<file path="src/rtl/skeeball_pkg.sv">
// Shared definitions for the skeeball game blocks.
//  - game_state_e : 2-bit encoding of the game state machine's state
//  - NUM_BALLS_DEFAULT : balls per game, shared with the score logic
//  - timing defaults for the trigger generator
package skeeball_pkg;

  typedef enum logic [1:0] {
    ST_MENU   = 2'b00,
    ST_PLAY   = 2'b01,
    ST_FINISH = 2'b10,
    ST_SCORE  = 2'b11
  } game_state_e;

  localparam int NUM_BALLS_DEFAULT      = 9;
  localparam int DEBOUNCE_CYCLES_DEFAULT = 50000;
  localparam int PLAY_TIMEOUT_DEFAULT   = 50000000;
  localparam int FINISH_CYCLES_DEFAULT  = 150000000;

endpackage

</file>
<file path="src/rtl/skeeball_debounce.sv">
// Synchroniser, debouncer and rising-edge detector for one raw switch.
//  clk     in  system clock
//  rst_n   in  asynchronous active-low reset
//  raw_i   in  raw asynchronous switch, active-high
//  pulse_o out one-cycle pulse when the debounced level goes 0 -> 1
// The debounced level only follows the synchronised input after it has
// disagreed with the current level for DEBOUNCE_CYCLES consecutive samples.
module skeeball_debounce #(
  parameter int DEBOUNCE_CYCLES = 50000
) (
  input  logic clk,
  input  logic rst_n,
  input  logic raw_i,
  output logic pulse_o
);

  localparam int CW = $clog2(DEBOUNCE_CYCLES + 1);

  logic          sync1_q, sync2_q;
  logic [CW-1:0] cnt_q, cnt_d;
  logic          level_q, level_d;
  logic          pulse_q, pulse_d;

  always_comb begin
    cnt_d   = cnt_q;
    level_d = level_q;
    pulse_d = 1'b0;
    if (sync2_q == level_q) begin
      // Any sample agreeing with the current level restarts the stability window.
      cnt_d = '0;
    end else if (cnt_q >= CW'(DEBOUNCE_CYCLES - 1)) begin
      cnt_d   = '0;
      level_d = sync2_q;
      pulse_d = sync2_q;  // only rising edges produce a press
    end else begin
      cnt_d = cnt_q + CW'(1);
    end
  end

  always_ff @(posedge clk or negedge rst_n) begin
    if (!rst_n) begin
      sync1_q <= 1'b0;
      sync2_q <= 1'b0;
      cnt_q   <= '0;
      level_q <= 1'b0;
      pulse_q <= 1'b0;
    end else begin
      sync1_q <= raw_i;
      sync2_q <= sync1_q;
      cnt_q   <= cnt_d;
      level_q <= level_d;
      pulse_q <= pulse_d;
    end
  end

  assign pulse_o = pulse_q;

endmodule

</file>
<file path="src/rtl/skeeball_trigger_gen.sv">
// Generates the single-cycle advance request for the skeeball game FSM.
//  clk         in  system clock
//  rst_n       in  asynchronous active-low reset
//  start_btn   in  raw start button (async, active-high)
//  ball_sensor in  raw ball-return switch (async, active-high)
//  state       in  current game state (00 menu, 01 play, 10 finish, 11 score)
//  trigger     out registered one-cycle advance request
//  balls_left  out remaining balls in the current game
//  ball_event  out one-cycle pulse per accepted ball
// A single phase timer serves as the idle timer while playing and as the
// hold timer on the finish screen; it restarts on every observed state
// change (the change cycle counts as cycle 1) and on every accepted ball.
module skeeball_trigger_gen
  import skeeball_pkg::*;
#(
  parameter int DEBOUNCE_CYCLES = DEBOUNCE_CYCLES_DEFAULT,
  parameter int NUM_BALLS       = NUM_BALLS_DEFAULT,
  parameter int PLAY_TIMEOUT    = PLAY_TIMEOUT_DEFAULT,
  parameter int FINISH_CYCLES   = FINISH_CYCLES_DEFAULT
) (
  input  logic                             clk,
  input  logic                             rst_n,
  input  logic                             start_btn,
  input  logic                             ball_sensor,
  input  logic [1:0]                       state,
  output logic                             trigger,
  output logic [$clog2(NUM_BALLS+1)-1:0]   balls_left,
  output logic                             ball_event
);

  localparam int BW   = $clog2(NUM_BALLS + 1);
  localparam int TMAX = (PLAY_TIMEOUT > FINISH_CYCLES) ? PLAY_TIMEOUT : FINISH_CYCLES;
  localparam int TW   = $clog2(TMAX + 1);

  logic          btn_pulse, ball_pulse;
  logic          trigger_q, trigger_d;
  logic          ball_event_q, ball_event_d;
  logic [BW-1:0] balls_q, balls_d;
  logic [TW-1:0] timer_q, timer_d;
  logic          lock_q, lock_d;
  logic [1:0]    lock_state_q, lock_state_d;
  logic [1:0]    state_prev_q;
  logic          state_changed;
  logic          blocked;

  skeeball_debounce #(.DEBOUNCE_CYCLES(DEBOUNCE_CYCLES)) u_btn_db (
    .clk    (clk),
    .rst_n  (rst_n),
    .raw_i  (start_btn),
    .pulse_o(btn_pulse)
  );

  skeeball_debounce #(.DEBOUNCE_CYCLES(DEBOUNCE_CYCLES)) u_ball_db (
    .clk    (clk),
    .rst_n  (rst_n),
    .raw_i  (ball_sensor),
    .pulse_o(ball_pulse)
  );

  always_comb begin
    trigger_d     = 1'b0;
    ball_event_d  = 1'b0;
    balls_d       = balls_q;
    lock_d        = lock_q;
    lock_state_d  = lock_state_q;
    state_changed = (state != state_prev_q);
    // trigger_q term guarantees no back-to-back triggers even if the state
    // flips on the very cycle after a request.
    blocked       = trigger_q || (lock_q && (state == lock_state_q));

    if (state_changed) begin
      timer_d = TW'(1);
    end else if (timer_q == TW'(TMAX)) begin
      timer_d = timer_q;
    end else begin
      timer_d = timer_q + TW'(1);
    end

    case (state)
      ST_MENU: begin
        if (btn_pulse && !blocked) begin
          trigger_d = 1'b1;
          balls_d   = BW'(NUM_BALLS);
        end
      end
      ST_PLAY: begin
        if (ball_pulse && (balls_q != '0)) begin
          balls_d      = balls_q - BW'(1);
          ball_event_d = 1'b1;
          timer_d      = TW'(1);
          if ((balls_q == BW'(1)) && !blocked) begin
            trigger_d = 1'b1;
          end
        end else if (!state_changed && (timer_q >= TW'(PLAY_TIMEOUT - 1)) && !blocked) begin
          trigger_d = 1'b1;
          balls_d   = '0;
        end
      end
      ST_FINISH: begin
        // Button and timer expiry share one request bit, so a coincidence
        // still yields a single trigger.
        if (!blocked && (btn_pulse ||
            (!state_changed && (timer_q >= TW'(FINISH_CYCLES - 1))))) begin
          trigger_d = 1'b1;
        end
      end
      ST_SCORE: begin
        if (btn_pulse && !blocked) begin
          trigger_d = 1'b1;
        end
      end
      default: begin
        // unknown state: no request
      end
    endcase

    if (trigger_d) begin
      lock_d       = 1'b1;
      lock_state_d = state;
    end else if (state_changed) begin
      lock_d = 1'b0;
    end
  end

  always_ff @(posedge clk or negedge rst_n) begin
    if (!rst_n) begin
      trigger_q    <= 1'b0;
      ball_event_q <= 1'b0;
      balls_q      <= '0;
      timer_q      <= '0;
      lock_q       <= 1'b0;
      lock_state_q <= ST_MENU;
      state_prev_q <= ST_MENU;
    end else begin
      trigger_q    <= trigger_d;
      ball_event_q <= ball_event_d;
      balls_q      <= balls_d;
      timer_q      <= timer_d;
      lock_q       <= lock_d;
      lock_state_q <= lock_state_d;
      state_prev_q <= state;
    end
  end

  assign trigger    = trigger_q;
  assign ball_event = ball_event_q;
  assign balls_left = balls_q;

endmodule
</file>
<file path="config.mk">
export PLATFORM = sky130hd
export DESIGN_NAME = skeeball_trigger_gen
export DESIGN_NICKNAME = d
export VERILOG_FILES = /design/src/rtl/skeeball_pkg.sv /design/src/rtl/skeeball_debounce.sv /design/src/rtl/skeeball_trigger_gen.sv
export SDC_FILE = /design/constraint.sdc
export NUM_CORES = 1
export LEC_CHECK = 0
export ABC_AREA = 1
export CAP_MARGIN = 10
export CORE_AREA = 2 2 87 106
export DETAILED_ROUTE_END_ITERATION = 7
export DIE_AREA = 0 0 89 108
export GPL_ROUTABILITY_DRIVEN = 0
export MAX_ROUTING_LAYER = met4
export PLACE_DENSITY = 0.74
export SYNTH_ARGS = -nofsm -noshare
export SYNTH_HDL_FRONTEND = slang
export SYNTH_HIERARCHICAL = 1
export SYNTH_SLANG_ARGS = --single-unit
</file>
<file path="constraint.sdc">
create_clock -name clk -period 1.9 [get_ports clk]
set_clock_uncertainty 0.2 [all_clocks]
set_input_delay 0.38 -clock clk [delete_from_list [all_inputs] [get_ports clk]]
set_output_delay 0.38 -clock clk [all_outputs]
set_load 0.05 [all_outputs]
</file>
# Word-level counts from Yosys, hierarchy flattened
# Index checks and enable logic that the tools add are counted.
[word_totals] ff_bits=79 output_inout_bits=6
[op_classes] addsub=4 n_lt_le_gt_ge=4 n_eq_ne=11 muxes=26 n_bitwise=2 reduce_logical=20
[ops] op="28-bit two-way mux" count=4
[ops] op="16-bit two-way mux" count=4
[ops] op="16-bit by 1-bit adder with 16-bit output, second input constant" count=2
[ops] op="16-bit greater-or-equal comparator, second input constant" count=2
[ops] op="28-bit by 1-bit adder with 28-bit output, second input constant" count=1
[ops] op="28-bit equality test, second input constant" count=1
[ops] op="28-bit by 26-bit greater-or-equal comparator with 1-bit output, second input constant" count=1
[ops] op="28-bit greater-or-equal comparator, second input constant" count=1
[ops] op="1-bit two-way mux" count=13
[ops] op="4-bit two-way mux" count=3
[ops] op="1-bit logical AND" count=8
[ops] op="4-bit case mux with 2 select lines" count=1
[ops] op="2-bit equality test, second input constant" count=2
[ops] op="4-bit by 1-bit equality test with 1-bit output, second input constant" count=1
[ops] op="2-bit AND reduction" count=2
[ops] op="2-bit nonzero test" count=2
[ops] op="4-bit nonzero test" count=1
[ops] op="4-bit by 1-bit subtractor with 4-bit output, second input constant" count=1
[ops] op="3-bit != test, second input constant" count=1
[ops] op="1-bit case mux with 3 select lines" count=1
[ops] op="3-bit AND reduction" count=1
[ops] op="1-bit equality test" count=2
[ops] op="2-bit by 1-bit equality test with 1-bit output, second input constant" count=1
[ops] op="2-bit equality test" count=1
[ops] op="7 further kinds" count=10

# Longest topological paths before layout
# Gate-level depths: netlist of the first run.
[depth] depth_word=9 ltp_mapped=13 mapped_depth_nobuf=13

# Hierarchy
# The synthesis of the first run kept the hierarchy.
[by_module_without_submodules] mod="skeeball_trigger_gen" n_inst=1 cells_per_inst=368 area_per_inst_um2=2556.2 seq_area_each_um2=975.9
[by_module_without_submodules] mod="skeeball_debounce" n_inst=2 cells_per_inst=126 area_per_inst_um2=1034.7 seq_area_each_um2=500.5

# Worst setup path after synthesis of the first run
# OpenSTA, ideal clock, no wires.
[synth_timing] kind="flip-flop to flip-flop" startpoint="reg balls_q[0] (netlist: balls_left[0])" endpoint="reg timer_q[12]" setup_ns=0.119 arrival_ns=1.846 path_slack_ns=-0.264 path_stages_with_launch=9 synth_period_minus_slack_ns=2.164 cell_sequence="dfrtp_1 -> inv_1 -> ha_1 -> a31oi_2 -> nand2_1 -> nand2_1 -> buf_2 -> a21oi_1 -> o21a_1"
[synth_via] elab_chain_cells=4
[synth_lines] element="start: declaration" line_no="skeeball_trigger_gen.sv:38" source="logic [BW-1:0] balls_q, balls_d;"
[synth_lines] element="start signal: assignment" line_no="skeeball_trigger_gen.sv:137" source="balls_q <= balls_d;"
[synth_lines] element="4-bit nonzero test" line_no="skeeball_trigger_gen.sv:87" source="if (ball_pulse && (balls_q != '0)) begin"
[synth_lines] element="1-bit logical AND" line_no="skeeball_trigger_gen.sv:87"
[synth_lines] element="28-bit two-way mux" line_no="skeeball_trigger_gen.sv:87"
[synth_lines] element="28-bit two-way mux" line_no="skeeball_trigger_gen.sv:79" source="case (state)"
[synth_lines] element="named net timer_d[12]" line_no="skeeball_trigger_gen.sv:39" source="logic [TW-1:0] timer_q, timer_d;"
[synth_lines] element="end signal: assignment" line_no="skeeball_trigger_gen.sv:138" source="timer_q <= timer_d;"
[synth_lines] element="end: declaration" line_no="skeeball_trigger_gen.sv:39"
# The timed path passes the listed nets, and every way through them passes these cells.
# A chain may end at the register's enable or synchronous reset.

# Worst setup path in the final report of the first run
[layout_timing] startpoint="reg timer_q[1]" endpoint="reg lock_state_q[1]"
[layout_via] elab_chain_cells=6
[layout_lines] element="28-bit by 26-bit greater-or-equal comparator with 1-bit output / 28-bit greater-or-equal comparator (equally long branches)" line_no="skeeball_trigger_gen.sv:94, skeeball_trigger_gen.sv:103"
[layout_lines] element="1-bit logical AND, on equally long branches" line_no="skeeball_trigger_gen.sv:94, skeeball_trigger_gen.sv:103"
[layout_lines] element="1-bit logical AND / 1-bit logical OR (equally long branches)" line_no="skeeball_trigger_gen.sv:94, skeeball_trigger_gen.sv:102"
[layout_lines] element="1-bit two-way mux / 1-bit logical AND (equally long branches)" line_no="skeeball_trigger_gen.sv:94, skeeball_trigger_gen.sv:102"
[layout_lines] element="1-bit two-way mux, on equally long branches" line_no="skeeball_trigger_gen.sv:87, skeeball_trigger_gen.sv:102"
[layout_lines] element="1-bit case mux with 3 select lines (*)" line_no="skeeball_trigger_gen.sv:79"
[layout_lines] element="end signal: assignment" line_no="skeeball_trigger_gen.sv:140" source="lock_state_q <= lock_state_d;"
[layout_lines] element="end: declaration" line_no="skeeball_trigger_gen.sv:41" source="logic [1:0] lock_state_q, lock_state_d;"
# Mark *: on every way between the ends. The rest lies on a longest branch, timed or not.

==> summary.log, run 1 <==
[status] result of the run finished, final reports clean
[cells_and_area] most common library cell in the layout ignoring fill and taps sky130_fd_sc_hd__nand2_1
[floorplan] number of I/O pins 12
[placement] cell total after placement 767
[setup_path] Crit Path Category reg -> reg
[grt] number of global-route vias before repair 3762
[setup_path] largest incremental delay on the critical path 0.37 ns
[routing] DRC 0
[placement] number of input and output port buffers inserted 11
[clock_tree] clock sinks 79
[routing] DRT iter0 DRCs 190
[grt] total congestion overflow 0
[pwr] sum of internal, switching and leakage power 3200 uW
[clock_tree] clock tree from TritonCTS done
[floorplan] die footprint 0.00961 mm2
[routing] mean routed wirelength per cell 11.9 um
[setup_path] Crit Reg-Reg Endpoint lock_state_q[1]$_DFFE_PN0P_
[routing] via count 4002
[job] total of max-cap violations 0
[logic_synthesis] number of nets produced by synthesis 636
[cells_and_area] filler cell count 754
[routing] detailed-router iteration count before antenna repair 5
[cells_and_area] layout overhead on the synthesized area 15.8%
[pwr] largest vdd supply drop 0.346 mV
[cells_and_area] post-layout util 0.629
[setup_path] Crit path required time 1.97 ns
[hold_path] Worst Hold Path Cells 1
[clock_tree] clock latency on the worst-skew pair 0.37 ns
[clock_tree] CTS max path bufs 2
[cells_and_area] leading cell types in the layout, fill and taps excluded 159 x sky130_fd_sc_hd__nand2_1, 86 x sky130_fd_sc_hd__inv_1, 80 x sky130_fd_sc_hd__nor2_1
[logic_synthesis] #FFs+latches synth 79
[placement] post-DP HPWL 6760 um
[setup_path] CP Max Fanout 4
[timing] Worst Hold Margin 0.145 ns
[cells_and_area] antenna diode count 0
[pwr] switching power as a share of total power 0.276
[cells_and_area] Layout Nets 687
[setup_path] slowest cell on the critical path sky130_fd_sc_hd__dfrtp_1
[pwr] Switch Pwr 882 uW
[timing] worst slew margin relative to its limit 0.746
[timing] final slew viol count 0
[setup_path] timing endpoint of the critical path lock_state_q[1]$_DFFE_PN0P_
[grt] global-route wire length before repair 16100 um
[cells_and_area] area occupied by multi-input gates 0.00233 mm2
[setup_path] Worst Path Arrival 1.92 ns
[logic_synthesis] average size of a mapped cell 7.46 um2
[floorplan] Starting Density 0.543
[floorplan] number of rows in the core area 37
[hold_path] HP Class in -> reg
[setup_path] Register-to-Register Path Depth 12
[grt] total track usage 0.216
[timing] number of setup violations in the final report 0
[logic_synthesis] Yosys Warn Count 6
[logic_synthesis] distinct cell type count of the synthesized netlist 35
[timing] worst slew pin tran 0.378 ns
[setup_path] cell-by-cell trace of the critical path ha_1 > nand2_2 > nor2_4 > nand3_1 > nand2_1 > nand2_1 > nand2_1 > nand2_1 > nand2_1 > nand2_1 > nand3_1 > nand2_1
[setup_path] internal reg-to-reg setup slack 0.04 ns
[setup_path] Critical Path Stages 12
[setup_path] worst path bufs/invs 0
[cells_and_area] FF/Latch Area 0.00198 mm2
[grt] number of antenna violations at the first check in global routing 0
[pwr] Clk pwr share 0.359
[pwr] Internal Power 2310 uW
[cells_and_area] ratio of cells with drive above 1 in the final layout 0.167
[cells_and_area] Non-Filler Instances 793
[clock_tree] clock transition time at the flip-flop clock pins of the worst setup and hold paths 0.09 ns
[timing] hold violation total from the final report 0
[clock_tree] CTS Buf Count 9
[timing] maximum clock frequency 539 MHz
[clock_tree] total number of H-tree levels 3
[timing] RSZ-0062 raised after global routing true
[pwr] power per cell area 597 mW/mm2
[floorplan] horizontal extent of the die 89 um
[setup_path] Worst setup startpoint timer_q[1]$_DFF_PN0_
[floorplan] placeable core region 0.00852 mm2
[logic_synthesis] fraction of the yosys area taken by sequential cells 0.427
[setup_path] Top cell by count, worst path sky130_fd_sc_hd__nand2_1
[setup_path] startpoint type of the worst setup path flip-flop
[logic_synthesis] cells after synthesis 620
[floorplan] Die H 108 um
[timing] crit path time final 1.86 ns
[routing] Routed WL 9460 um
[grt] largest net degree at the start of global routing 44
[clock_tree] clock root cell sky130_fd_sc_hd__clkbuf_8
[setup_path] Crit Reg-Reg Startpoint timer_q[1]$_DFF_PN0_
[routing] Final ANT Viol Nets 0
[timing] final worst-path cycle share 0.977
[setup_path] crit end category flip-flop
[pwr] fraction of power consumed by combinational cells 0.094
[pwr] leak pwr 0.00264 uW
[logic_synthesis] Netlist Area Pre-Place 0.00463 mm2
[pwr] sequential group share of total power 0.547
[setup_path] dominant delay contributor by cell family on the critical path simple AND/OR/NAND/NOR gates
[routing] drt via density 5.05
## worst reg2reg max path, delay by kind of cell (launching register included)
kind / cells / cell delay (ns)
AND/OR/NAND/NOR: 11 / 0.98
flip-flops: 1 / 0.37
adder cells (fa/ha/maj): 1 / 0.20
## sequential cells by signal (all words and copies together) (netlist names)
name               flops
u_btn_db/sync2_q       1
u_btn_db/sync1_q       1
u_btn_db/cnt_q        16
u_ball_db/pulse_o      1
state_prev_q           2
lock_state_q           2
trigger                1
balls_left             4
u_ball_db/level_q      1
lock_q                 1
u_btn_db/pulse_o       1
u_ball_db/sync2_q      1
ball_event             1
u_btn_db/level_q       1
timer_q               28
u_ball_db/sync1_q      1
u_ball_db/cnt_q       16
## worst min-delay path by stage
| stage | to | slack [ns] | start |
|---|---|---|---|
| global route | state_prev_q[1]$_DFF_PN0_ | 0.15 | state[1] |
| CTS | state_prev_q[1]$_DFF_PN0_ | 0.13 | state[1] |
| finish | state_prev_q[1]$_DFF_PN0_ | 0.14 | state[1] |
| detailed placement | timer_q[2]$_DFF_PN0_ | 0.09 | rst_n |
| floorplan | ball_event$_DFF_PN0_ | -0.12 | rst_n |
| global placement | timer_q[2]$_DFF_PN0_ | 0.08 | rst_n |
## power groups by stage
| stage | Clock [uW] | Combinational [uW] | Sequential, uW |
|---|---|---|---|
| 2_1_floorplan | 0 | 129 | 1800 |
| 3_3_place_gp | 0 | 274 | 1780 |
| 3_5_place_dp | 0 | 280 | 1780 |
| 4_1_cts | 1170 | 283 | 1750 |
| 5_1_grt | 1250 | 339 | 1750 |
| 6_report | 1150 | 300 | 1750 |
## what timing repair did
| action | 4_1_cts | 5_1_grt |
|---|---|---|
| hold buffers | 1 | 0 |
| setup endpoints to repair | 11 | 25 |
| buffers inserted | 2 | 7 |
| endpoints found under the hold margin | 19 | 0 |
| resized for setup | 4 | 16 |
| pin swaps | 2 | 9 |
## cells in the mapped netlist
master                     count  area, um2
sky130_fd_sc_hd__buf_2         1       5.00
sky130_fd_sc_hd__inv_1        87        327
sky130_fd_sc_hd__o22ai_1       1       6.26
sky130_fd_sc_hd__a31oi_2       1       12.5
sky130_fd_sc_hd__buf_6         2       22.5
sky130_fd_sc_hd__nand3b_1      2       15.0
sky130_fd_sc_hd__nand2_4       1       11.3
sky130_fd_sc_hd__nand3_4       2       35.0
sky130_fd_sc_hd__inv_2         2       7.51
sky130_fd_sc_hd__nor2_1       82        308
sky130_fd_sc_hd__a21oi_1      22        110
sky130_fd_sc_hd__nand2_1     166        623
sky130_fd_sc_hd__nor4_1        3       18.8
sky130_fd_sc_hd__nor2_2       10       62.6
sky130_fd_sc_hd__or2_2         3       18.8
sky130_fd_sc_hd__nand4_1      10       62.6
sky130_fd_sc_hd__o21ai_0      17       85.1
sky130_fd_sc_hd__xnor2_1       3       26.3
sky130_fd_sc_hd__nand2b_1      2       12.5
sky130_fd_sc_hd__o21a_1        2       15.0
sky130_fd_sc_hd__nor2_4        7       78.8
sky130_fd_sc_hd__buf_4         2       15.0
sky130_fd_sc_hd__xor2_1       18        158
sky130_fd_sc_hd__nand2_2      11       68.8
sky130_fd_sc_hd__o211ai_1      1       7.51
sky130_fd_sc_hd__or2_0         2       12.5
sky130_fd_sc_hd__dfrtp_1      79       1980
sky130_fd_sc_hd__nand3_2       2       20.0
sky130_fd_sc_hd__o21ai_1       1       5.00
sky130_fd_sc_hd__nor3b_1       1       7.51
sky130_fd_sc_hd__nand3_1      48        240
sky130_fd_sc_hd__ha_1         10        125
sky130_fd_sc_hd__nor3_1       17       85.1
sky130_fd_sc_hd__nand4_4       1       21.3
sky130_fd_sc_hd__nor2_8        1       20.0
## cells by family (layout without fill, tap and decap cells)
group,count (synthesis),in the layout,synth area share
xor+xnor,21,21,0.0398
flops,79,79,0.427
compound gates,45,45,0.0522
buf+inv,94,150,0.0814
fa+ha+maj,10,10,0.0270
simple gates,371,371,0.372
## layout make-up
type / instances / share of cell area
multi-input cells: 447 / 0.434
repair buffers: 45 / 0.0733
clock inverters: 6 / 0.00841
flip-flops and latches: 79 / 0.370
inverters: 89 / 0.0628
well taps: 117 / 0.0273
clock buffers: 10 / 0.0238
## per-layer routing
layer	part of all wire	up-vias	track usage
met3	0.037	20	0.0336
met5	0	-	-
met4	0.020	0	0.0885
met2	0.48	67	0.341
li1	-	2045	-
met1	0.46	1870	0.279
## through the flow
step           area [um2]  setup TNS, ns  worst slack, ns
2_1_floorplan        4640              0           0.0194
3_3_place_gp         5050          -7.48           -0.328
3_5_place_dp         5050         -10.45           -0.463
4_1_cts              5260              0          0.00338
5_1_grt              5360         -0.655           -0.113
6_report             5360              0           0.0439
Power figures use the tool's default switching activity.
==> inputs of run 2 (changes only) <==
- CORE_AREA: 2 2 87 106 -> 2 2 95 97
- DIE_AREA: 0 0 89 108 -> 0 0 97 99
==> summary.log, run 2 (synthesized netlist as in run 1, its figures left out) <==
[grt] total track usage 0.218
[placement] post-DP HPWL 7060 um
[routing] DRT iter0 DRCs 206
[setup_path] Crit Path Category reg -> reg
[setup_path] startpoint type of the worst setup path flip-flop
[cells_and_area] Layout Nets 688
[timing] worst slew pin tran 0.407 ns
[setup_path] worst path bufs/invs 1
[cells_and_area] area of all placed cells without fillers 0.00538 mm2
[placement] dpl ws -0.377 ns
[routing] drt via density 5.18
[clock_tree] clock sinks 79
[floorplan] Starting Density 0.541
[setup_path] dominant delay contributor by cell family on the critical path simple AND/OR/NAND/NOR gates
[routing] Routed WL 9980 um
[timing] final worst-path cycle share 0.973
[timing] RSZ-0062 raised after global routing true
[grt] largest net degree at the start of global routing 35
[floorplan] number of I/O pins 12
[floorplan] horizontal extent of the die 97 um
[clock_tree] clock latency on the worst-skew pair 0.34 ns
[pwr] largest vdd supply drop 0.360 mV
[setup_path] CP Max Fanout 4
[timing] setup slack after layout 0.0514 ns
[timing] crit path time final 1.85 ns
[cells_and_area] filler cell count 728
[floorplan] die footprint 0.00960 mm2
[cells_and_area] most common library cell in the layout ignoring fill and taps sky130_fd_sc_hd__nand2_1
[cells_and_area] antenna diode count 0
[clock_tree] CTS max path bufs 2
[floorplan] placeable core region 0.00855 mm2
[routing] mean routed wirelength per cell 12.7 um
[cells_and_area] ratio of cells with drive above 1 in the final layout 0.177
[pwr] leak pwr 0.00267 uW
[timing] worst slew margin relative to its limit 0.726
[timing] maximum clock frequency 541 MHz
[setup_path] cell-by-cell trace of the critical path buf_4 > nand2_1 > nor2_1 > nand2_1 > nor2_4 > nand2_4 > nor2_8 > nand2_4 > nor2_4 > nand2_2 > nand2_1 > nand2_1 > nor2_1
[timing] number of setup violations in the final report 0
[status] result of the run finished, final reports clean
[cells_and_area] leading cell types in the layout, fill and taps excluded 160 x sky130_fd_sc_hd__nand2_1, 84 x sky130_fd_sc_hd__inv_1, 79 x sky130_fd_sc_hd__nor2_1
[setup_path] slowest cell on the critical path sky130_fd_sc_hd__dfrtp_1
[floorplan] Die H 99 um
[clock_tree] total number of H-tree levels 3
[cells_and_area] largest register by flop count timer_q
[grt] number of antenna violations at the first check in global routing 0
[job] total of max-cap violations 0
[routing] Final ANT Viol Nets 0
[grt] global-route wire length before repair 16900 um
[routing] via count 4066
[clock_tree] clock transition time at the flip-flop clock pins of the worst setup and hold paths 0.08 ns
[grt] total congestion overflow 0
[timing] final slew viol count 0
[setup_path] Top cell by count, worst path sky130_fd_sc_hd__nand2_1
[pwr] sum of internal, switching and leakage power 3260 uW
[setup_path] largest incremental delay on the critical path 0.35 ns
[setup_path] crit end category flip-flop
[hold_path] HP Class reg -> reg
[setup_path] Worst Path Arrival 1.93 ns
[cells_and_area] layout overhead on the synthesized area 16.4%
[cells_and_area] leading registers by flop count timer_q x28, u_ball_db/cnt_q x16, u_btn_db/cnt_q x16
[setup_path] Crit path required time 1.98 ns
[clock_tree] CTS Buf Count 9
[placement] number of input and output port buffers inserted 11
[routing] DRC 0
[routing] detailed-router iteration count before antenna repair 4
[placement] instance area after placement 0.00504 mm2
[clock_tree] clock root cell sky130_fd_sc_hd__clkbuf_8
[clock_tree] clock tree from TritonCTS done
[cells_and_area] flip-flop count of the largest register after layout 28
[timing] hold violation total from the final report 0
[floorplan] number of rows in the core area 34
[grt] number of global-route vias before repair 3844
[pwr] power per cell area 605 mW/mm2
-- run 2: cell count changes in the layout (fill, tap and decap cells not counted), sizes merged --
| cell | before | now |
|---|---|---|
| buf | 40 | 41 |
| inv | 91 | 89 |
| bufinv | 0 | 1 |
| clkinvlp | 3 | 1 |
| clkinv | 1 | 4 |
-- run 2: what timing repair did --
action	4_1_cts	5_1_grt
resized for setup	3	23
endpoints found under the hold margin	26	0
setup endpoints to repair	2	23
buffers inserted	2	9
hold buffers	1	0
pin swaps	2	3
-- run 2: layout make-up --
cell class | count | area (um2) | area share
Clock buffer | 10 | 128 | 0.0237
Clock inverter | 6 | 61.3 | 0.0114
Inverter | 89 | 337 | 0.0625
Multi-Input combinational cell | 447 | 2340 | 0.435
Sequential cell | 79 | 1980 | 0.368
Tap cell | 108 | 135 | 0.0251
Timing Repair Buffer | 46 | 397 | 0.0737
-- run 2: power by group --
part | leakage (uW) | total (uW) | internal (uW) | switching (uW)
clock network | 0.0000960 | 1210 | 603 | 608
logic | 0.00151 | 294 | 113 | 181
registers | 0.00107 | 1750 | 1710 | 37.4
-- run 2: worst register-to-register path, delay by kind of cell, from the launching register on --
family	cells	cell delay [ns]
DFF	1	0.35
buffers and inverters	1	0.13
and+or+nand+nor	12	1.10
-- run 2: final timing paths --
path / start / to / slack [ns] / depth (start not counted)
worst max-delay path: timer_q[1]$_DFF_PN0_ / timer_q[23]$_DFF_PN0_ / 0.05 / 13
worst min-delay path: u_ball_db/sync1_q$_DFF_PN0_ / u_ball_db/sync2_q$_DFF_PN0_ / 0.16 / 0
worst max register to register: timer_q[1]$_DFF_PN0_ / timer_q[23]$_DFF_PN0_ / 0.05 / 13
worst min register to register: u_ball_db/sync1_q$_DFF_PN0_ / u_ball_db/sync2_q$_DFF_PN0_ / 0.16 / 0
max in group asynchronous: rst_n / u_ball_db/cnt_q[12]$_DFF_PN0_ / 0.59 / 3
min in group asynchronous: rst_n / timer_q[1]$_DFF_PN0_ / 0.31 / 2
-- run 2: metrics by stage --
stage / hold slack [ns] / TNS [ns] / instances / util
floorplan: -0.116 / 0 / 620 / -
global placement: 0.134 / -7.38 / 757 / 0.589
detailed placement: 0.137 / -9.65 / 757 / 0.589
CTS: 0.150 / 0 / 776 / 0.614
global route: 0.163 / -0.301 / 785 / 0.630
finish: 0.155 / 0 / 785 / 0.630
-- run 2: per-layer routing --
layer | share of wire | up-vias | global-route usage
li1 | - | 2046 | -
met1 | 0.47 | 1914 | 0.291
met2 | 0.48 | 91 | 0.344
met3 | 0.039 | 15 | 0.0255
met4 | 0.016 | 0 | 0.0856
met5 | 0 | - | -
==> RTL change 1, RTL diff (settings of run 2) <==
The package constant `PLAY_TIMEOUT_DEFAULT` goes from 50000000 to 25000000.
--- a/src/rtl/skeeball_pkg.sv
+++ b/src/rtl/skeeball_pkg.sv
@@ -13,7 +13,7 @@
 
   localparam int NUM_BALLS_DEFAULT      = 9;
   localparam int DEBOUNCE_CYCLES_DEFAULT = 50000;
-  localparam int PLAY_TIMEOUT_DEFAULT   = 50000000;
+  localparam int PLAY_TIMEOUT_DEFAULT   = 25000000;
   localparam int FINISH_CYCLES_DEFAULT  = 150000000;
 
 endpackage
Check against the original RTL: no difference found for any inputs over 10 cycles, from zero or initial values and one cycle with rst_n low; that may be too few to reach the edited logic, so the function may still have changed.
==> RTL change 1 against run 2 <==
Worst hold slack lost 0.0010 ns. Die area is the same. Worst setup slack lost 0.022 ns. Critical endpoint is now timer_q[18]$_DFF_PN0_. Final area grew 2.2%. Wire length shrank 1.6%. Power shrank 1.1%. Critical path type unchanged. Sequential cell count is the same. Synthesized area grew 1.7%.
==> RTL change 1: results <==
run_status:
  outcome: "completed"
logic_synthesis:
  yosys.area.top_type_share_pct: 42.0
  synth_seq_area_share_pct: 42.0
  syn_inst: 634
  yosys-top-cells-area: "dfrtp_1, nand2_1, nor2_1"
  ys_types: 33
detailed_routing:
  wl_um: 9830
  num_vias: 4084
  dr.first_iter.drc_count: 219
  wl_per_cell_um: 12.3
cells_and_area:
  clock_buffers: 12
  nMultiInputCombCells: 461
  nNetsFinal: 702
  final-nonclk-buf-share_pct: 6.91
  seq-cell-share_pct: 36.0
  buffers: 45
  fillers: 718
  clock_area_share_pct: 3.16
  inverters: 90
  layout-drive-gt1-share_pct: 20.4
worst_setup_path:
  timing.rr.start: "timer_q[0]$_DFF_PN0_"
  rrSetupSlack_ns: 0.03
  crit_arrival_ns: 1.95
  cpPeakStageDelay_ns: 0.41
  reg2reg_depth: 11
placement:
  place_inst: 773
  post-place-ws_ns: -0.442
power_and_ir_drop:
  p_per_area_nw_per_um2: 585
  leakage_nw: 2.67
  clockPowerShare_pct: 35.7
  vdd_drop_max_mv: 0.498
  comb_power_share_pct: 10.1
grt:
  grt.total_usage_pct: 21.9
  grt_pass1_wl_um: 17000
  grt_start_max_net_pins: 80
  grt_use_met3_pct: 3.40
  grt_use_met2_pct: 35.8
clock_network:
  insertion_delay_ns: 0.36
==> RTL change 1: cell count changes in the layout (fill, tap and decap cells not counted), moves of 3 or more <==
cell     change
nand2_1      -8
nand2_2      +6
nand2_4      +4
nand3_1      +4
nand4_1      +4
nor2_1       +4
inv_2        +3
nor3_1       -3
==> RTL change 1: worst max-delay path by stage <==
stage                                             end                       from  cells past startpoint  slack (ns)
final                           timer_q[18]$_DFF_PN0_       timer_q[0]$_DFF_PN0_                     11        0.03
after global routing            timer_q[21]$_DFF_PN0_       timer_q[0]$_DFF_PN0_                     11       -0.12
after CTS                 lock_state_q[1]$_DFFE_PN0P_       timer_q[0]$_DFF_PN0_                     13       0.006
after detailed placement  lock_state_q[1]$_DFFE_PN0P_                   state[0]                     12       -0.44
after global placement    lock_state_q[1]$_DFFE_PN0P_                   state[0]                      9       -0.32
after floorplan                 timer_q[15]$_DFF_PN0_  balls_left[0]$_DFFE_PN0P_                      9       0.008
==> RTL change 1: logic make-up (layout without fill, tap and decap cells) <==
group / after synthesis / after routing / synth area share, %
and+or+nand+nor: 385 / 385 / 38.4
buffers and inverters: 94 / 151 / 7.98
AOI/OAI and AO/OA: 48 / 48 / 5.61
DFF: 79 / 79 / 42.0
xor gates and xnor gates: 18 / 18 / 3.35
adders and majority gates: 10 / 10 / 2.66
==> RTL change 1: what timing repair did <==
item / CTS / global route
gates cloned: 0 / 0
buffers inserted: 0 / 9
setup endpoints to repair: 3 / 21
hold buffers: 1 / 0
pin swaps: 0 / 15
hold endpoints to repair: 79 / 0
resized for setup: 4 / 36
==> RTL change 1: routing by layer <==
metal | wire, um | share of wire [%]
met1 | 4590 | 47
met3 | 286 | 2.9
met2 | 4820 | 49
met4 | 125 | 1.3
met5 | 0 | 0
==> RTL change 2, RTL diff (settings of run 2) <==
Made on the original files. Register the output `balls_left` once more; this adds one clock of latency there. The other outputs are not delayed to match.
--- a/src/rtl/skeeball_trigger_gen.sv
+++ b/src/rtl/skeeball_trigger_gen.sv
@@ -144,6 +144,8 @@
 
   assign trigger    = trigger_q;
   assign ball_event = ball_event_q;
-  assign balls_left = balls_q;
+  always_ff @(posedge clk) begin
+    balls_left <= balls_q;
+  end
 
 endmodule
Formal check against the unedited RTL: same outputs for any inputs over 10 cycles, from zero or initial values and one cycle with rst_n low; that may be too few to reach the edited logic, so the function may still have changed.
==> RTL change 2 against run 2 <==
The run now ends with setup timing left. Final area increased by 5.4%. Worst setup slack got worse by 0.064 ns. Global-route usage increased by 1.4 points. Sequential cell count increased by 4. First-iteration DRC count decreased by 21%. Maximum frequency decreased by 3.4%. Wire length increased by 3.8%. Synthesized area increased by 1.7%. Cell count increased by 1.7%. Non-clock buffer count increased by 13. Power increased by 17%. Highest routed layer unchanged.
==> RTL change 2: results <==
logic_synthesis:
  synth_fa_ha_area_share_pct: 2.66
  synth_seq_area_share_pct: 43.7
  synthArstFlopShare_pct: 95.2
  synth_common_cells: "nand2_1, inv_1, nor2_1, dfrtp_1, nand3_1"
  yosys-top-cells-area: "dfrtp_1, nand2_1, inv_1"
  synth_compound_area_share_pct: 5.21
  yosys.area.top_type_share_pct: 42.0
  synth_xor_area_share_pct: 4.10
  ys_types: 36
detailed_routing:
  wl_um: 10400
  dr.first_iter.drc_count: 163
  num_vias: 4096
placement:
  post-place-ws_ns: -0.436
  place_area_um2: 5160
  post-dp-hpwl_um: 7390
grt:
  grt_start_max_net_pins: 36
  grt_pass1_vias: 4197
  grt.total_usage_pct: 23.2
  grt_pass1_wl_um: 17700
power_and_ir_drop:
  p_per_area_nw_per_um2: 672
  vdd_drop_max_mv: 0.417
  leakage_nw: 2.83
worst_setup_path:
  cp_max_fo: 5
  crit_arrival_ns: 2.01
  reg2reg_depth: 12
  r2r-end: "balls_q[2]$_DFFE_PN0P_"
worst_hold_path:
  holdCritPathClass: "in -> reg"
  worstHoldEndpoint: "state_prev_q[1]$_DFF_PN0_"
  min_delay_path_depth: 1
  min_from: "state[1]"
sta:
  fin_ws_ns: -0.0127
  worst_slew_pin_slew_ns: 0.496
  setup_viol: 1
  tns_ns: -0.0127
run_status:
  violations: "setup timing"
  outcome: "finished, violations left"
cells_and_area:
  nNetsFinal: 701
  layout-drive-gt1-share_pct: 20.7
  fillers: 711
clock_network:
  insertion_delay_ns: 0.36
RTL change 2: repair_timing:
action / CTS / global route
hold buffers: 1 / 0
pin swaps: 2 / 11
cloned: 0 / 0
setup endpoints to repair: 7 / 25
buffers inserted: 3 / 11
gates resized for setup: 5 / 39
endpoints found under the hold margin: 31 / 0
RTL change 2: cells by family (layout without fill, tap and decap cells):
kind of cell / count (synthesis) / in the layout
adders and majority gates: 10 / 10
buffers and inverters: 92 / 162
DFF: 83 / 83
and+or+nand+nor: 369 / 369
xor gates and xnor gates: 22 / 22
AOI/OAI and AO/OA: 44 / 44
RTL change 2: metrics by stage:
| step | cells | total power [mW] | hold WS, ns |
|---|---|---|---|
| floorplan | 620 | 2.03 | -0.116 |
| global placement | 767 | 2.16 | 0.132 |
| detailed placement | 767 | 2.17 | 0.135 |
| CTS | 787 | 3.84 | 0.154 |
| global route | 798 | 3.97 | 0.0433 |
| finish | 798 | 3.81 | 0.0504 |
RTL change 2: power breakdown:
group	internal (mW)	leakage (nW)	total [mW]	switching [mW]
registers	1.80	1.10	1.84	0.0340
clock network	1.01	0.131	1.66	0.652
logic	0.122	1.59	0.313	0.192
total	2.94	2.83	3.81	0.878
RTL change 2: critical path: stages, from the launching register on:
cell and delay, ns:
dfrtp_1 0.38, ha_2 0.21, nand2_2 0.08, nor2_4 0.17, nand2_1 0.09, nand2_1 0.11
nand2_1 0.08, nand2_2 0.08, nand2_2 0.08, nand2_2 0.10, buf_4 0.11, nand4_1 0.08
nand2_1 0.08
RTL change 2: cell type report:
type | instances | area share, %
Clock buffer | 10 | 2.25
Clock inverter | 6 | 2.43
Inverter | 87 | 5.85
Multi-Input combinational cell | 445 | 42.2
Sequential cell | 83 | 36.3
Tap cell | 108 | 2.38
Timing Repair Buffer | 59 | 8.63
RTL change 2: worst max path at each step:
stage / end / cells past startpoint
6_report: balls_q[2]$_DFFE_PN0P_ / 12
5_1_grt: balls_q[2]$_DFFE_PN0P_ / 12
4_1_cts: timer_q[8]$_DFF_PN0_ / 9
3_5_place_dp: lock_state_q[1]$_DFFE_PN0P_ / 12
3_3_place_gp: lock_state_q[1]$_DFFE_PN0P_ / 12
2_1_floorplan: timer_q[13]$_DFF_PN0_ / 11
RTL change 2: routing by layer:
metal	vias to the layer above	track usage, %	part of all wire, %
met5	-	-	0
met4	0	10.7	2.9
met3	24	3.69	3.4
met2	72	40.9	51
met1	1923	26.0	42
li1	2077	-	-
